File: src/rtl/serdes_pkg.sv
// Shared constants, FSM state type and helpers for the serializer/deserializer pair.
package serdes_pkg;

  localparam int DATA_W  = 16;
  localparam int MOD_W   = 4;
  localparam int MIN_LEN = 3;

  typedef enum logic {
    IDLE_S = 1'b0,
    RECV_S = 1'b1
  } state_t;

  // Move the 'count' most recent bits (right-aligned in shreg) to the MSB end.
  function automatic logic [DATA_W-1:0] left_align(input logic [DATA_W-1:0] shreg,
                                                   input logic [MOD_W:0]    count);
    logic [MOD_W:0] sh;
    sh = (MOD_W+1)'(DATA_W) - count;
    return shreg << sh;
  endfunction

endpackage

File: src/rtl/deserializer.sv
// Rebuilds MSB-first serial bursts into left-aligned parallel words plus a length code.
module deserializer
  import serdes_pkg::*;
#(
  parameter int MIN_LEN_P = MIN_LEN
) (
  input  logic              clk_i,
  input  logic              srst_i,
  input  logic              ser_data_i,
  input  logic              ser_data_val_i,
  output logic [DATA_W-1:0] deser_data_o,
  output logic [MOD_W-1:0]  deser_mod_o,
  output logic              deser_data_val_o,
  output logic              err_o,
  output logic              busy_o
);

  localparam logic [MOD_W:0] CNT_ONE  = (MOD_W+1)'(1);
  localparam logic [MOD_W:0] CNT_LAST = (MOD_W+1)'(DATA_W - 1);
  localparam logic [MOD_W:0] CNT_MIN  = (MOD_W+1)'(MIN_LEN_P);

  state_t            state_q, state_d;
  logic [MOD_W:0]    cnt_q, cnt_d;
  logic [DATA_W-1:0] shreg_q, shreg_d;
  logic [DATA_W-1:0] data_q, data_d;
  logic [MOD_W-1:0]  mod_q, mod_d;
  logic              val_q, val_d;
  logic              err_q, err_d;
  logic [DATA_W-1:0] shifted;

  always_comb begin
    state_d = state_q;
    cnt_d   = cnt_q;
    shreg_d = shreg_q;
    data_d  = data_q;
    mod_d   = mod_q;
    val_d   = 1'b0;
    err_d   = 1'b0;
    shifted = {shreg_q[DATA_W-2:0], ser_data_i};

    case (state_q)
      IDLE_S: begin
        // shreg is already clear here, so shifting in gives a fresh word
        if (ser_data_val_i) begin
          shreg_d = shifted;
          cnt_d   = CNT_ONE;
          state_d = RECV_S;
        end
      end
      RECV_S: begin
        if (ser_data_val_i) begin
          if (cnt_q == CNT_LAST) begin
            data_d  = shifted;
            mod_d   = '0;
            val_d   = 1'b1;
            state_d = IDLE_S;
            cnt_d   = '0;
            shreg_d = '0;
          end else begin
            shreg_d = shifted;
            cnt_d   = cnt_q + CNT_ONE;
          end
        end else begin
          if (cnt_q >= CNT_MIN) begin
            data_d = left_align(shreg_q, cnt_q);
            mod_d  = cnt_q[MOD_W-1:0];
            val_d  = 1'b1;
          end else begin
            err_d = 1'b1;
          end
          state_d = IDLE_S;
          cnt_d   = '0;
          shreg_d = '0;
        end
      end
      default: begin
        state_d = IDLE_S;
        cnt_d   = '0;
        shreg_d = '0;
      end
    endcase
  end

  always_ff @(posedge clk_i or posedge srst_i) begin
    if (srst_i) begin
      state_q <= IDLE_S;
      cnt_q   <= '0;
      shreg_q <= '0;
      data_q  <= '0;
      mod_q   <= '0;
      val_q   <= 1'b0;
      err_q   <= 1'b0;
    end else begin
      state_q <= state_d;
      cnt_q   <= cnt_d;
      shreg_q <= shreg_d;
      data_q  <= data_d;
      mod_q   <= mod_d;
      val_q   <= val_d;
      err_q   <= err_d;
    end
  end

  assign deser_data_o     = data_q;
  assign deser_mod_o      = mod_q;
  assign deser_data_val_o = val_q;
  assign err_o            = err_q;
  assign busy_o           = (state_q == RECV_S);

endmodule

File: config.mk
export PLATFORM = sky130hd
export DESIGN_NAME = deserializer
export DESIGN_NICKNAME = d
export VERILOG_FILES = /design/src/rtl/serdes_pkg.sv /design/src/rtl/deserializer.sv
export SDC_FILE = /design/constraint.sdc
export NUM_CORES = 1
export LEC_CHECK = 0
export CORE_MARGIN = 2
export CORE_UTILIZATION = 25
export DETAILED_ROUTE_END_ITERATION = 10
export GPL_ROUTABILITY_DRIVEN = 0
export GPL_TIMING_DRIVEN = 0
export PLACE_DENSITY_LB_ADDON = 0.08
export SETUP_SLACK_MARGIN = 0.15
export SKIP_CTS_REPAIR_TIMING = 1
export SLEW_MARGIN = 20
export SYNTH_ARGS = -nofsm -noshare
export SYNTH_HDL_FRONTEND = slang
export SYNTH_SLANG_ARGS = --single-unit
File: constraint.sdc
create_clock -name clk_i -period 8.2 [get_ports clk_i]
set_clock_uncertainty 0.05 [all_clocks]
set_input_delay 1.64 -clock clk_i [delete_from_list [all_inputs] [get_ports clk_i]]
set_output_delay 1.64 -clock clk_i [all_outputs]
set_load 0.02 [all_outputs]
==> results of run 1 <==
## per-layer routing
| metal | routed length, um | up-vias | GRT usage (%) |
|---|---|---|---|
| met4 | 69 | 0 | 3.67 |
| met3 | 158 | 5 | 2.21 |
| met2 | 3660 | 25 | 22.8 |
| met5 | 0 | - | 0 |
| li1 | - | 987 | - |
| met1 | 3860 | 1070 | 21.4 |
## state kept, by name, indices dropped and copies added (netlist names)
name,flops
deser_data_o,16
deser_data_val_o,1
busy_o,1
shreg_q,16
deser_mod_o,4
err_o,1
cnt_q,5
## cell families after synthesis
kind of cell | count (synthesis) | share of synthesized area [%]
simple gates | 68 | 13.5
buf+inv | 26 | 4.71
xor+xnor | 5 | 2.69
compound gates | 70 | 19.4
flops | 44 | 42.3
fa+ha+maj | 2 | 0.960
mux | 29 | 16.4
## cell type report
| class | instances | area share (%) |
|---|---|---|
| inverters | 4 | 0.477 |
| repair buffers | 27 | 8.90 |
| well taps | 136 | 5.40 |
| clock buffers | 7 | 2.74 |
| flip-flops and latches | 44 | 35.0 |
| clock inverters | 1 | 0.238 |
| multi-input cells | 174 | 43.9 |
| plain buffers | 22 | 3.42 |
## worst max-delay path by stage
stage	to	slack, ps	cells after the start
after detailed placement	deser_data_o[5]	4360	6
final	shreg_q[2]	4680	5
after CTS	shreg_q[2]	4680	5
after global routing	cnt_q[0]	4360	6
after global placement	shreg_q[2]	4270	5
after floorplan	shreg_q[15]	5360	4
## power by group through the flow
stage	logic [mW]	clock network [mW]	registers, mW
global route	0.319	0.165	0.291
detailed placement	0.299	0	0.290
floorplan	0.140	0	0.330
finish	0.296	0.151	0.285
CTS	0.299	0.155	0.286
global placement	0.300	0	0.289
## worst max-delay path: stages
cell,delay (ps)
clkdlybuf4s50_1,500
clkbuf_1,400
a21boi_1,570
clkbuf_1,400
a22o_1,200
## layout by cell type, fill, tap and decap left out, types with 2 or more instances in the layout
cell             netlist  routed
a21oi_1                7       7
a22o_1                15      15
a2bb2oi_1              4       4
a31oi_1                5       5
and2_1                 2       2
and4b_1                2       2
buf_2                  8       8
buf_6                  2       2
clkbuf_1              12      13
clkbuf_8               0       6
clkdlybuf4s50_1        0      26
dfrtp_1               44      44
ha_1                   2       2
inv_1                  3       2
mux2i_1               18      18
mux4_2                11      11
nand2_1               33      33
nand2b_1               2       2
nand3_1                3       3
nand3b_1               2       2
nand4b_1               2       2
nor2_1                11      11
o21ai_0               15      15
o21bai_1               2       2
o221ai_1               2       2
o22a_1                 7       7
o22ai_1                2       2
o31ai_1                4       4
or3b_2                 3       3
xnor2_1                3       3
==> flow_summary.json, run 1 <==
{
  "ant_nets": 0,
  "place_hpwl_um": 5640,
  "cts_max_path_buffers": 2,
  "portBuffers": 26,
  "syn-num-nets": 250,
  "rrSetupSlack_ps": 4780,
  "async_flop_share_pct": 100,
  "num-fill-cells": 1056,
  "syn_avg_cell_area_um2": 10.7,
  "htreeDepth": 2,
  "clkTransAtPathRegs_ps": 100,
  "drt-total-wl_um": 7750,
  "arrival_ps": 3710,
  "hold_end": "deser_data_o[5]",
  "dp.cells": 407,
  "worstPathMaxFanout": 10,
  "cts_tree": "done",
  "grt_first_pass_wirelength_um": 12500,
  "firstDrtPassIters": 4,
  "yosys.area.top_type_share_pct": 42.3,
  "wl_per_cell_um": 18.7,
  "hold_ws_ps": 439,
  "finalNonFillerCells": 415,
  "start_util_pct": 25.5,
  "final_layout_size_suffix_gt1_share_pct": 14.0,
  "yosys.cell_count.top_type": "dfrtp_1",
  "area_growth_pct": 20.9,
  "seq_power_share_pct": 38.9,
  "ir_drop_mv": 0.0663,
  "multi_input_comb_area_mm2": 0.00138,
  "rsz0062_at_grt": "false",
  "switching_share_pct": 36.5,
  "synth_seq_cells": 44,
  "utilization_pct": 30.8,
  "fin_setup_tns_ps": 0,
  "finalHoldViolations": 0,
  "viasPerCell": 5.03,
  "cts_sinks": 44,
  "die_x_um": 106,
  "total_power_mw": 0.732,
  "hold_depth": 2,
  "critPathKind": "input port to flip-flop",
  "power_frac_clock_pct": 20.7,
  "drt_drc_violations_left": 0,
  "worst_r2r_endpoint": "deser_data_o[12]",
  "pwr-share-comb_pct": 40.4,
  "cts-root-buf": "clkbuf_8",
  "synth_common_cells": "44 x dfrtp_1, 33 x nand2_1, 18 x mux2i_1, 15 x a22o_1, 15 x o21ai_0",
  "drtIter0Drc": 105,
  "synth-main-ff-cell": "dfrtp_1",
  "period_share_pct": 42.9,
  "post-route-min-period_ps": 3520,
  "slew_headroom_pct": 56.4,
  "slew_violations": 0,
  "setup_ws_ps": 4680,
  "worstSetupStartpointType": "input port",
  "clk_latency_ps": 310,
  "dieArea_mm2": 0.0113,
  "yosysWarnings": 0,
  "fmax_mhz": 284,
  "grt-ovfl-total": 0,
  "pre_cts_ws_ps": 4360,
  "critPathRequiredTime_ps": 8390,
  "antenna_found_initial": 0,
  "grt_max_degree": 25,
  "p_sw_mw": 0.267,
  "power.leakage_nw": 1.27,
  "internal-power_mw": 0.465,
  "grt_use_total_pct": 14.7,
  "grt_pass1_vias": 2104,
  "outcome": "complete, no violations",
  "yosysTopAreaCell": "dfrtp_1",
  "r2r-start": "cnt_q[0]",
  "tightestPinTransition_ps": 653,
  "dpl_cell_area_mm2": 0.00306,
  "min_path_type": "flip-flop to flip-flop",
  "core_area_mm2": 0.0102,
  "insertedDiodeCount": 0,
  "cts_buffers": 5,
  "startpoint": "ser_data_val_i",
  "die_height_um": 106,
  "core.rowCount": 37,
  "synth-edff-count": 0,
  "ff2ff_path_depth": 11,
  "dr_total_vias": 2087,
  "register_area_mm2": 0.00110,
  "num-nets-final": 284,
  "yosysSeqAreaShare_pct": 42.3,
  "min-delay-start": "deser_data_o[5]",
  "design_area_mm2": 0.00315,
  "power_density_mw_per_mm2": 232,
  "syn_area_mm2": 0.00260,
  "syn_inst": 244,
  "drv_cap": 0,
  "end_kind": "flip-flop",
  "yosys-top-cells-area": "dfrtp_1 42%, mux4_2 9.5%, mux2i_1 6.9%",
  "synth_cell_types": 46,
  "setup_viol": 0,
  "io_pins": 27
}
No activity file was read; power rests on OpenSTA's default activity.
==> run 2: changes to the inputs <==
Clock period 8.2 ns to 3.22 ns, I/O delays scaled along.
==> run 2 against run 1 <==
  * Sequential power increased to 2.5 times the previous value
  * Critical path depth increased by 6
  * Core utilization increased by 0.31 points
  * Worst hold slack improved by 0.50 ps
  * Critical path type is now flip-flop to flip-flop
  * Critical endpoint is now deser_data_o[12]
==> flow_summary.json, run 2 (same netlist as run 1, synthesis figures left out) <==
{
  "grt_pass1_vias": 2104,
  "slew_violations": 0,
  "drtIter0Drc": 98,
  "clk_latency_ps": 310,
  "worstPathMaxFanout": 10,
  "cts_tree": "done",
  "core.rowCount": 37,
  "drt-total-wl_um": 7750,
  "end_kind": "flip-flop",
  "ff2ff_path_depth": 11,
  "place_hpwl_um": 5640,
  "period_share_pct": 90.0,
  "final_cell_mix": "44 x dfrtp_1, 33 x nand2_1, 26 x clkdlybuf4s50_1, 18 x mux2i_1",
  "antenna_found_initial": 0,
  "total_power_mw": 1.88,
  "path_common_cell": "clkbuf_4",
  "worst_r2r_endpoint": "deser_data_o[12]",
  "clkTransAtPathRegs_ps": 100,
  "num-fill-cells": 1054,
  "die_x_um": 106,
  "power.leakage_nw": 1.28,
  "critPathKind": "flip-flop to flip-flop",
  "firstDrtPassIters": 4,
  "critPathRequiredTime_ps": 3370,
  "start_util_pct": 25.5,
  "grt_max_degree": 25,
  "dieArea_mm2": 0.0113,
  "fmax_mhz": 345,
  "post-route-min-period_ps": 2900,
  "grt-ovfl-total": 0,
  "dr_total_vias": 2131,
  "cts-root-buf": "clkbuf_8",
  "min-delay-start": "deser_data_o[5]",
  "rsz0062_at_grt": "false",
  "die_height_um": 106,
  "grt_use_total_pct": 14.7,
  "mostFrequentLayoutCell": "dfrtp_1",
  "ir_drop_mv": 0.169,
  "ant_nets": 0,
  "outcome": "complete, no violations",
  "cts_sinks": 44,
  "cts_buffers": 5,
  "htreeDepth": 2,
  "hold_end": "deser_data_o[5]",
  "io_pins": 27,
  "slew_headroom_pct": 55.4,
  "crit_slowest_cell": "dfrtp_1",
  "design_area_mm2": 0.00318,
  "grt_first_pass_wirelength_um": 12500,
  "dpl_cell_area_mm2": 0.00306,
  "r2r-start": "cnt_q[0]",
  "final_layout_size_suffix_gt1_share_pct": 16.5,
  "min_path_type": "flip-flop to flip-flop",
  "drv_cap": 0,
  "path_cells": "clkbuf_4, clkinvlp_4, clkbuf_4, ha_2, clkbuf_2, clkbuf_4, buf_4, mux4_2, mux2i_1, o21ai_0, o22a_1",
  "area_growth_pct": 22.1,
  "finalHoldViolations": 0,
  "viasPerCell": 5.13,
  "hold_depth": 2,
  "arrival_ps": 3050,
  "tightestPinTransition_ps": 668,
  "worstSetupStartpointType": "flip-flop",
  "wl_per_cell_um": 18.7,
  "power_density_mw_per_mm2": 590,
  "portBuffers": 26,
  "cts_max_path_buffers": 2,
  "rrSetupSlack_ps": 320,
  "drt_drc_violations_left": 0,
  "num-nets-final": 284,
  "max_stage_delay_ps": 350,
  "setup_viol": 0,
  "insertedDiodeCount": 0,
  "core_area_mm2": 0.0102
}
[run 2: cell types whose count changed in the layout (fill, tap and decap cells not counted), moves of 2 or more]
cell      previous run  this run
clkbuf_4             0         3
clkbuf_2             0         2
clkbuf_1            13        10
buf_2                8         5
[run 2: routing by layer]
metal	part of all wire, %	global-route usage (%)	vias up
met5	0	0	-
met4	0.90	3.67	0
met3	2.7	2.21	5
met2	48	22.8	36
met1	49	21.4	1106
li1	-	-	984
[run 2: how the worst max path moves through the flow]
stage | slack [ps] | depth (start not counted) | start | end
finish | 320 | 11 | cnt_q[0] | deser_data_o[12]
global route | 170 | 11 | cnt_q[0] | deser_data_o[12]
CTS | -200 | 11 | cnt_q[0] | deser_data_o[12]
detailed placement | -160 | 11 | cnt_q[0] | deser_data_o[12]
global placement | -180 | 11 | cnt_q[0] | deser_data_o[6]
floorplan | 480 | 11 | cnt_q[0] | deser_data_o[12]
[run 2: final cells by class]
type                            instances  area (um2)  share of cell area (%)
Inverter                                4        18.8                   0.590
Buffer                                 22         121                    3.82
Timing Repair Buffer                   27         280                    8.81
Clock inverter                          1        7.51                   0.236
Clock buffer                            7        86.3                    2.71
Multi-Input combinational cell        174        1400                    43.9
Tap cell                              136         170                    5.35
Sequential cell                        44        1100                    34.6
[run 2: power breakdown]
group          internal (mW)  leakage [nW]  switching (mW)
clock                  0.175        0.0445           0.211
sequential             0.654         0.576          0.0703
combinational          0.366         0.662           0.402
total                   1.20          1.28           0.683
[run 2: worst max-delay path: cells and delay by family (launching register included)]
family	cells	cell delay [ps]
AO/OA/AOI/OAI	2	250
adder cells (fa/ha/maj)	1	330
buffers and inverters	6	1330
flip-flops	1	350
multiplexers	2	470
[run 2: stage by stage]
step / cells / TNS, ps / setup WS (ps) / hold slack, ps / util [%]
final: 415 / 0 / 322 / 440 / 31.1
after global routing: 415 / 0 / 170 / 482 / 31.1
after CTS: 415 / -1190 / -197 / 445 / 30.8
after detailed placement: 407 / -868 / -163 / 424 / 29.9
after global placement: 406 / -1170 / -178 / 421 / 29.7
after floorplan: 244 / 0 / 483 / 418 / -
==> run 3: changes to the inputs <==
Settings changed: CORE_UTILIZATION 25 to 51.
==> run 3 against run 2 <==
  * Worst hold slack worse by 8.2 ps
  * Cell count fell by 16%
  * Total power down 0.33%
  * Design area down 2.8%
  * Non-clock buffer count stayed put
  * Combinational power down 2%
  * Critical path type unchanged
  * Largest power group unchanged
==> flow_summary.json, run 3 (same netlist as run 1, synthesis figures left out) <==
{
  "dieArea_mm2": 0.00570,
  "place_hpwl_um": 4640,
  "clk_latency_ps": 300,
  "insertedDiodeCount": 0,
  "p_sw_mw": 0.633,
  "critPathRequiredTime_ps": 3360,
  "core.rowCount": 26,
  "use_met3_pct": 4.63,
  "die_x_um": 75.5,
  "rrSetupSlack_ps": 320,
  "hold_end": "deser_mod_o[2]",
  "multi_input_comb_area_mm2": 0.00138,
  "num-nets-final": 284,
  "path_delay_family": "buffers and inverters",
  "final_cell_mix": "44 x dfrtp_1, 33 x nand2_1, 26 x clkdlybuf4s50_1, 18 x mux2i_1",
  "drt-total-wl_um": 6230,
  "worst_r2r_endpoint": "deser_data_o[14]",
  "critPathKind": "flip-flop to flip-flop",
  "die_height_um": 75.5,
  "met1_usage_pct": 36.6,
  "mostFrequentLayoutCell": "dfrtp_1",
  "cts_buffers": 5,
  "grt-ovfl-total": 0,
  "portBuffers": 26,
  "rsz0062_at_grt": "false",
  "final_layout_size_suffix_gt1_share_pct": 14.8,
  "worstPathMaxFanout": 10,
  "post-route-min-period_ps": 2900,
  "core_area_mm2": 0.00501,
  "path_cells": "clkbuf_4, clkinvlp_4, buf_2, ha_1, clkbuf_2, clkbuf_4, buf_2, o22ai_1, mux2i_1, a21oi_1, o221a_2",
  "grt_use_total_pct": 24.8,
  "drv_cap": 0,
  "drt_drc_violations_left": 0,
  "period_share_pct": 90.2,
  "antenna_found_initial": 0,
  "cts_max_path_buffers": 2,
  "ir_drop_mv": 0.257,
  "arrival_ps": 3040,
  "end_kind": "flip-flop",
  "register_area_mm2": 0.00110,
  "grt_pass1_vias": 2034,
  "internal-power_mw": 1.24,
  "gr-usage-met2_pct": 36.7,
  "switching_share_pct": 33.8,
  "crit_buf_inv": 6,
  "outcome": "complete, no violations",
  "dr_total_vias": 2079,
  "clkTransAtPathRegs_ps": 80,
  "min-delay-start": "deser_mod_o[2]",
  "worstSetupStartpointType": "flip-flop",
  "viasPerCell": 5.99,
  "slew_violations": 0,
  "dpl_cell_area_mm2": 0.00298,
  "wl_per_cell_um": 18.0,
  "slew_headroom_pct": 59.4,
  "io_pins": 27,
  "fmax_mhz": 344,
  "utilization_pct": 61.7,
  "seq_power_share_pct": 38.5,
  "cts-root-buf": "clkbuf_8",
  "pwr-share-comb_pct": 40.0,
  "r2r-start": "cnt_q[0]",
  "start_util_pct": 52.0,
  "cts_sinks": 44,
  "setup_viol": 0,
  "grt_max_degree": 24,
  "htreeDepth": 2,
  "design_area_mm2": 0.00309,
  "firstDrtPassIters": 4,
  "power.leakage_nw": 1.28,
  "max_stage_delay_ps": 350,
  "cts_tree": "done",
  "grt_first_pass_wirelength_um": 10400,
  "drtIter0Drc": 269,
  "ff2ff_path_depth": 11,
  "tightestPinTransition_ps": 609,
  "num-fill-cells": 434,
  "hold_depth": 2,
  "area_growth_pct": 18.6,
  "min_path_type": "flip-flop to flip-flop",
  "crit_slowest_cell": "dfrtp_1",
  "top_usage_layer": "met2",
  "power_frac_clock_pct": 21.5,
  "finalHoldViolations": 0,
  "power_density_mw_per_mm2": 606,
  "ant_nets": 0
}
==> run 3: worst min-delay path, stage by stage (launching register included) <==
cell and delay, ps:
dfrtp_1 350, nand2_1 50, nand2_1 50
==> run 3: area by class of cell <==
| type | count | share of cell area (%) |
|---|---|---|
| inverter | 4 | 0.607 |
| sequential | 44 | 35.6 |
| buffer | 22 | 3.72 |
| timing repair buffer | 27 | 9.31 |
| multi-input combinational | 174 | 44.7 |
| tap | 70 | 2.83 |
| clock buffer | 5 | 2.23 |
| clock inverter | 1 | 0.972 |
==> run 3: how the worst max path moves through the flow <==
stage | start | endpoint | slack [ps] | cells past startpoint
4_1_cts | cnt_q[0] | deser_data_o[14] | -60 | 11
6_report | cnt_q[0] | deser_data_o[14] | 320 | 11
3_3_place_gp | cnt_q[0] | deser_data_o[12] | -30 | 11
5_1_grt | cnt_q[0] | deser_data_o[6] | 170 | 11
3_5_place_dp | cnt_q[0] | deser_data_o[12] | -60 | 11
2_1_floorplan | cnt_q[0] | deser_data_o[12] | 480 | 11
==> run 3: metrics by stage <==
step	setup TNS (ps)	total power [mW]	hold slack, ps	setup WS, ps	instances
after floorplan	0	1.20	418	483	244
after global placement	-29.8	1.46	411	-29.2	340
after detailed placement	-141	1.48	417	-55.8	341
after CTS	-166	1.88	435	-60.1	347
after global routing	0	1.98	473	172	347
final	0	1.87	431	316	347
==> run 3: power by group through the flow <==
stage               combinational (mW)  sequential [mW]  clock [mW]
CTS                              0.746            0.721       0.413
detailed placement               0.745            0.732           0
global placement                 0.734            0.730           0
finish                           0.749            0.720       0.403
global route                     0.809            0.733       0.436
floorplan                        0.356            0.840           0
==> run 3: routing by layer <==
metal	wire, um	share of wire [%]
met4	102	1.6
met2	2890	46
met1	2800	45
met3	446	7.2
met5	0	0
